==> config.mk <==
export PLATFORM = sky130hd
export DESIGN_NAME = rf_access_ctrl
export DESIGN_NICKNAME = d
export VERILOG_FILES = /design/src/rtl/rf_access_ctrl.sv
export SDC_FILE = /design/constraint.sdc
export NUM_CORES = 1
export LEC_CHECK = 0
export BUFFER_PORTS_ARGS = -buffer_cell sky130_fd_sc_hd__buf_2
export CORE_MARGIN = 5
export CORE_UTILIZATION = 41
export CTS_CLUSTER_DIAMETER = 100
export DETAILED_ROUTE_END_ITERATION = 10
export HOLD_SLACK_MARGIN = 0.06
export PLACE_DENSITY = 0.76
export RECOVER_POWER = 25
export SKIP_LAST_GASP = 1
export SLEW_MARGIN = 20
export SYNTH_ARGS = -nofsm -noshare
export SYNTH_HDL_FRONTEND = slang
export SYNTH_SLANG_ARGS = --single-unit
==> constraint.sdc <==
create_clock -name CLK -period 1.5 [get_ports CLK]
set_input_delay 0.3 -clock CLK [delete_from_list [all_inputs] [get_ports CLK]]
set_output_delay 0.3 -clock CLK [all_outputs]
set_load 0.02 [all_outputs]
==> src/rtl/rf_access_ctrl.sv <==
`default_nettype none
// ============================================================================
// Module      : rf_access_ctrl
// Description : Sequences one register-file access per request.
//               The sequence is: read two source registers, capture the
//               operands, hand them to an execution unit, wait for its
//               result, optionally write the result back, then pulse DONE.
// Ports       : CLK, RST (async, active-low)
//               REQ_VALID/REQ_READY, REQ_RS1/RS2/RD, REQ_WB  - request side
//               OP_VALID, OPND1/OPND2, RES_VALID, RES_DATA   - execution unit
//               DONE                                         - completion
//               READ/WRITE, ADDR_R1/R2/W, DATA_W, DATA_R1/R2 - register file
// Config      : `define RF_ZERO_REG_EN to hardwire register 0 to zero.
//               In that build, source 0 reads as 0, and a write-back to
//               register 0 is skipped.
// Revision    : 1.0 - initial release
// ============================================================================
module rf_access_ctrl (
  input  logic        CLK,
  input  logic        RST,
  input  logic        REQ_VALID,
  output logic        REQ_READY,
  input  logic [4:0]  REQ_RS1,
  input  logic [4:0]  REQ_RS2,
  input  logic [4:0]  REQ_RD,
  input  logic        REQ_WB,
  output logic        OP_VALID,
  output logic [31:0] OPND1,
  output logic [31:0] OPND2,
  input  logic        RES_VALID,
  input  logic [31:0] RES_DATA,
  output logic        DONE,
  output logic        READ,
  output logic        WRITE,
  output logic [4:0]  ADDR_R1,
  output logic [4:0]  ADDR_R2,
  output logic [4:0]  ADDR_W,
  output logic [31:0] DATA_W,
  input  logic [31:0] DATA_R1,
  input  logic [31:0] DATA_R2
);

  localparam logic [2:0] S_IDLE = 3'd0;
  localparam logic [2:0] S_RD   = 3'd1;
  localparam logic [2:0] S_CAP  = 3'd2;
  localparam logic [2:0] S_EXE  = 3'd3;
  localparam logic [2:0] S_WB   = 3'd4;
  localparam logic [2:0] S_DN   = 3'd5;

  logic [2:0]  r_state;
  logic [2:0]  w_next;
  logic [4:0]  r_rs1;
  logic [4:0]  r_rs2;
  logic [4:0]  r_rd;
  logic        r_wb;
  logic [31:0] r_res;
  logic [31:0] r_opnd1;
  logic [31:0] r_opnd2;
  logic        w_skip_wb;
  logic [31:0] w_cap1;
  logic [31:0] w_cap2;

`ifdef RF_ZERO_REG_EN
  // Register 0 is constant zero: reads ignore the bus, writes are dropped.
  assign w_skip_wb = (r_rd == 5'd0);
  assign w_cap1    = (r_rs1 == 5'd0) ? 32'd0 : DATA_R1;
  assign w_cap2    = (r_rs2 == 5'd0) ? 32'd0 : DATA_R2;
`else
  assign w_skip_wb = 1'b0;
  assign w_cap1    = DATA_R1;
  assign w_cap2    = DATA_R2;
`endif

  // State register
  always_ff @(posedge CLK or negedge RST) begin
    if (!RST) r_state <= S_IDLE;
    else      r_state <= w_next;
  end

  // Next-state logic
  always_comb begin
    w_next = r_state;
    case (r_state)
      S_IDLE: if (REQ_VALID) w_next = S_RD;
      S_RD:   w_next = S_CAP;
      S_CAP:  w_next = S_EXE;
      S_EXE:  if (RES_VALID) w_next = (r_wb && !w_skip_wb) ? S_WB : S_DN;
      S_WB:   w_next = S_DN;
      S_DN:   w_next = S_IDLE;
      default: w_next = S_IDLE;
    endcase
  end

  // Output decode; READ and WRITE come from disjoint states so they can
  // never be asserted together.
  always_comb begin
    REQ_READY = 1'b0;
    READ      = 1'b0;
    WRITE     = 1'b0;
    OP_VALID  = 1'b0;
    DONE      = 1'b0;
    case (r_state)
      S_IDLE: REQ_READY = 1'b1;
      S_RD:   READ      = 1'b1;
      S_CAP:  READ      = 1'b1;
      S_EXE:  OP_VALID  = 1'b1;
      S_WB:   WRITE     = 1'b1;
      S_DN:   DONE      = 1'b1;
      default: REQ_READY = 1'b0;
    endcase
  end

  // Request fields, operands and result. Operands are loaded only in CAP,
  // so they stay stable through EXE and until the next operation's CAP.
  always_ff @(posedge CLK or negedge RST) begin
    if (!RST) begin
      r_rs1   <= 5'd0;
      r_rs2   <= 5'd0;
      r_rd    <= 5'd0;
      r_wb    <= 1'b0;
      r_res   <= 32'd0;
      r_opnd1 <= 32'd0;
      r_opnd2 <= 32'd0;
    end else begin
      if (r_state == S_IDLE && REQ_VALID) begin
        r_rs1 <= REQ_RS1;
        r_rs2 <= REQ_RS2;
        r_rd  <= REQ_RD;
        r_wb  <= REQ_WB;
      end
      if (r_state == S_CAP) begin
        r_opnd1 <= w_cap1;
        r_opnd2 <= w_cap2;
      end
      if (r_state == S_EXE && RES_VALID) r_res <= RES_DATA;
    end
  end

  assign ADDR_R1 = r_rs1;
  assign ADDR_R2 = r_rs2;
  assign ADDR_W  = r_rd;
  assign DATA_W  = r_res;
  assign OPND1   = r_opnd1;
  assign OPND2   = r_opnd2;

endmodule
`default_nettype wire

After elaboration in Yosys (flattened, before gate mapping)

Index checks and enable logic that the tools add are counted.

Flip-flop bits (word level): 115
Output and inout bits: 116
Input port bits: 116
Logic and storage cells: 29

Eq/ne operators: 7
Reduce and logical (&&, ||, !) cells: 5
Muxes and demuxes: 9

Operators with widths:

| kind                                                             | number |
|---|---|
| 3-bit one-hot mux with 5 select lines                            | 1 |
| 3-bit by 2-bit == test with 1-bit output (second input constant) | 2 |
| 3-bit == test (second input constant)                            | 2 |
| 1-bit two-way mux                                                | 6 |
| 3-bit two-way mux                                                | 2 |
| 2-bit != test (second input constant)                            | 2 |
| 3-bit by 1-bit == test with 1-bit output (second input constant) | 1 |
| 3-bit logical NOT                                                | 1 |
| 1-bit logical AND                                                | 2 |
| 2-bit AND reduction                                              | 1 |
| 2-bit OR reduction                                               | 1 |

Depth between registers and ports, before layout

Word-level depth: 3
Mapped depth: 5
Mapped depth without buffers: 2

Least setup slack after synthesis

OpenSTA, ideal clock, no wires.

Kind: register to register
From: register r_state[0]
To: register r_rs1[0] (netlist: ADDR_R1[0])
Setup time: 125 ps
Clock period less this slack: 1522 ps
Slack: -22 ps
Data required time: 1375 ps
Cell stages (with the launch flop): 4
Path buffers: 1
Arrival time: 1397 ps
Cell sequence: dfrtp_1 > nor4b_4 > buf_4 > mux2_2

Cells in the longest elaborated chain, start to end: 2

RTL lines:

| item                   | RTL line | source |
|---|---|---|
| from (decl)            | 50       | `logic [2:0] r_state;` |
| from (signal assigned) | 77       | `else r_state <= w_next;` |
| 3-bit logical NOT      | 125      | `if (r_state == S_IDLE && REQ_VALID) begin` |
| 1-bit logical AND      | 125      |  |
| to (signal assigned)   | 117      | `r_rs1 <= 5'd0;` |
| to (signal assigned)   | 126      | `r_rs1 <= REQ_RS1;` |
| to (decl)              | 52       | `logic [4:0] r_rs1;` |

No other way between the ends.
A chain may end at the register's enable or synchronous reset.

Final worst setup path

From: register r_state[1]
To: output port REQ_READY

Cells in the longest elaborated chain, start to end: 2

RTL lines:

| item              | RTL line | source |
|---|---|---|
| 3-bit logical NOT | 102      | `case (r_state)` |
| 1-bit two-way mux | 102      |  |
| to (decl)         | 22       | `output logic REQ_READY,` |

No other way between the ends.

==> impl_metrics.env <==
export IMPL_outcome="finished, violations left"
export IMPL_violations="negative setup slack"
export IMPL_dp_cells=631
export IMPL_ys_async_sr_fraction_pct=100
export IMPL_via_count=3852
export IMPL_crit_path_max_fanout=7
export IMPL_holdPathStages=3
export IMPL_routed_wirelength_mm=16.4
export IMPL_non_filler_cells_final=803
export IMPL_drt_wirelength_per_cell_um=20.4
export IMPL_fillCellCount=602
export IMPL_antenna_found_initial=1
export IMPL_drt_pre_antenna_iters=4
export IMPL_layout_nets=768
export IMPL_syn_cell_area_mm2=0.00450
export IMPL_yosys_top_cell_by_area="dfrtp_1"
export IMPL_worstReg2RegStart="r_state[2]$_DFFE_PN0P_"
export IMPL_relSlewSlack_pct=62.0
export IMPL_synth_top_cells_by_area="dfrtp_1 (64%), mux2_2 (17%), mux2_4 (6.7%)"
export IMPL_synth_top_cells_by_count="dfrtp_1 (115), mux2_2 (67), mux2_1 (25)"
export IMPL_htree_levels=4
export IMPL_path_type_of_the_worst_setup_path="flip-flop to primary output"
export IMPL_synth_nets=374
export IMPL_hold_viol_final=0
export IMPL_timing_max_transition_violations_final=0
export IMPL_p_clk_share_pct=19.2
export IMPL_timing_reg2reg_setup_slack_ns=-0.20
export IMPL_power_sequential_fraction_pct=28.2
export IMPL_fmax_mhz=567
export IMPL_floorplan_io_pins=232
export IMPL_clkSinkCount=115
export IMPL_layout_cell_share_with_drive_strength_beyond_1_pct=62.5
export IMPL_edff_count_synth=0
export IMPL_start_util_pct=41.7
export IMPL_start_kind="flip-flop"
export IMPL_coreArea_mm2=0.0108
export IMPL_setup_slack_ns=-0.262
export IMPL_cts_tree="yes"
export IMPL_ys_warn_count=0
export IMPL_worst_clock_skew_ns=0.00577
export IMPL_globalRouteTotalUtil_pct=22.5
export IMPL_p_sw_share_pct=36.1
export IMPL_final_core_util_pct=77.7
export IMPL_grt_ovfl_total=0
export IMPL_p_leak_nw=4.25
export IMPL_synth_lib_cells_used_distinct=22
export IMPL_worst_min_delay_path_category="input pin to flip-flop"
export IMPL_power_internal_w=0.0130
export IMPL_number_of_global_route_vias_before_repair=4305
export IMPL_r2r_worst_path_cells=6
export IMPL_cp_data_required_time_ns=1.20
export IMPL_post_synth_cell_area_avg_um2=17.4
export IMPL_port_buffers=231
export IMPL_hpwlAfterDp_mm=8.28
export IMPL_p_switching_w=0.00731
export IMPL_synthesized_instance_count=258
export IMPL_grt_pass1_wl_mm=22.6
export IMPL_timing_final_crit_period_ns=1.76
export IMPL_share_comb_of_total_power_pct=52.6
export IMPL_critical_path_endpoint_type="primary output"
export IMPL_design_die_area_mm2=0.0132
export IMPL_max_cap_viol_count=0
export IMPL_remaining_drc_errors=0
export IMPL_ctsRootBufferMaster="clkbuf_8"
export IMPL_clock_latency_on_the_worst_skew_pair_ns=0.49
export IMPL_die_h_um=115
export IMPL_maximum_number_of_buffers_from_clock_root_to_sink=2
export IMPL_rsz_0062_raised_after_global_routing="yes"
export IMPL_path_clk_slew_ns=0.05
export IMPL_worst_r2r_endpoint="r_wb$_DFFE_PN0P_"
export IMPL_fin_crit_sh_pct=117
export IMPL_arrival_ns=1.46
export IMPL_hold_start="REQ_VALID"
export IMPL_synth_yosys_seq_area_share_pct=64.0
export IMPL_worst_margin_pin_slew_ns=0.569
export IMPL_dieWidth_um=115
export IMPL_synth_top_flop_cell="dfrtp_1"
export IMPL_syn2layout_area_growth_pct=86.3
export IMPL_cts_inserted_buffers=17
export IMPL_synthMostInstantiatedCell="dfrtp_1"
export IMPL_synth_seq_cells=115
export IMPL_floorplan_rows=38
export IMPL_grt_start_max_net_pins=30
export IMPL_place_ws_ns=-0.0401
export IMPL_antenna_violating_nets_post_route=0
export IMPL_timing_hold_worst_endpoint="r_state[0]$_DFFE_PN0P_"
export IMPL_report_final_setup_viol=87
export IMPL_finalWeightedCongestion=0.762
export IMPL_power_per_cell_area_mw_per_mm2=2420
export IMPL_ir_worst_vdd_mv=1.40
export IMPL_first_drt_iteration_drcs=130
export IMPL_synth_top_cell_area_share_pct=64.0
export IMPL_via_per_inst=4.80
[area by class of cell]
cell class	instances	area, µm²	share of cell area, %
repair buffers	389	2950	35.2
flip-flops and latches	115	2880	34.4
multi-input cells	128	1800	21.4
clock buffers	23	497	5.92
well taps	140	175	2.09
clock inverters	5	75.1	0.895
diodes	2	5.00	0.0597
inverters	1	3.75	0.0448
[power groups by stage]
stage / Sequential, W / Clock (W) / Combinational [W]
after floorplan: 0.00746 / 0 / 0.00320
after global placement: 0.00553 / 0 / 0.00742
after detailed placement: 0.00562 / 0 / 0.00764
after CTS: 0.00557 / 0.00395 / 0.00944
after global routing: 0.00590 / 0.00412 / 0.0112
final: 0.00572 / 0.00390 / 0.0107
[logic make-up (layout without fill, tap and decap cells)]
kind of cell	after synthesis	in the layout	synth area share, %
buffers and inverters	15	418	3.20
AND/OR/NAND/NOR	10	10	2.14
multiplexers	112	112	29.7
flip-flops	115	115	64.0
AO/OA/AOI/OAI	5	5	0.806
XOR/XNOR	1	1	0.195
other	0	2	0
[stage by stage]
step / setup TNS (ns) / hold WS [ns] / power (W) / cell area, µm²
final: -10.72 / 0.155 / 0.0203 / 8380
after global routing: -19.20 / 0.177 / 0.0212 / 8380
after CTS: -13.13 / 0.0967 / 0.0190 / 8050
after detailed placement: -1.43 / 0.229 / 0.0133 / 5910
after global placement: 0 / 0.226 / 0.0130 / 5910
after floorplan: 0 / 0.00441 / 0.0107 / 4500
[critical path, cell delays in order (launching register included)]
cell and delay, ns:
dfrtp_1 0.39, buf_6 0.15, nor3_1 0.24, buf_4 0.19
[how the worst max path moves through the flow]
stage | startpoint | end | slack [ns] | cells past startpoint
after floorplan | r_state[1]$_DFFE_PN0P_ | ADDR_R1[0]$_DFFE_PN0P_ | 0.01 | 3
final | r_state[1]$_DFFE_PN0P_ | REQ_READY | -0.26 | 3
after CTS | r_state[0]$_DFFE_PN0P_ | READ | -0.25 | 4
after global placement | r_state[0]$_DFFE_PN0P_ | OPND2[12]$_DFFE_PN0P_ | 0.01 | 3
after detailed placement | r_state[2]$_DFFE_PN0P_ | OPND1[30]$_DFFE_PN0P_ | -0.04 | 3
after global routing | r_state[1]$_DFFE_PN0P_ | REQ_READY | -0.34 | 3
[flip-flops by register name (all words and copies together), names as in the netlist]
signal,flops
DATA_W,32
OPND1,32
OPND2,32
ADDR_R1,5
ADDR_R2,5
ADDR_W,5
r_state,3
r_wb,1
[repair_timing]
item / in CTS / in global routing
pin swaps: 2 / 2
setup endpoints to repair: 69 / 107
buffers inserted: 14 / 8
gates resized for setup: 28 / 85
hold buffers: 114 / 0
hold endpoints to repair: 228 / 0
cloned: 7 / 5
[cells in the final DEF (no fill, tap or decap), drive strengths merged]
master       synthesis  final
nand2                1      1
and3                 1      1
nor3                 1      1
a32o                 1      1
nand4b               1      1
nor2                 2      2
dfrtp              115    115
xnor2                1      1
bufinv               0      2
nor4b                1      1
buf                 14    269
mux2               112    112
dlygate4sd3          0    114
a21oi                1      1
clkbuf               0     29
nand2b               1      1
diode                0      2
clkinv               0      3
inv                  1      1
nor3b                2      2
o21bai               2      2
a31oi                1      1
[routing by layer]
layer / GRT usage, % / up-vias / share of wire, %
met4: 9.39 / 0 / 2.7
met5: 0 / - / 0
met2: 39.6 / 193 / 51
met3: 7.63 / 40 / 7.7
li1: - / 1700 / -
met1: 24.8 / 1919 / 38
(Power assumes the default switching activity.)
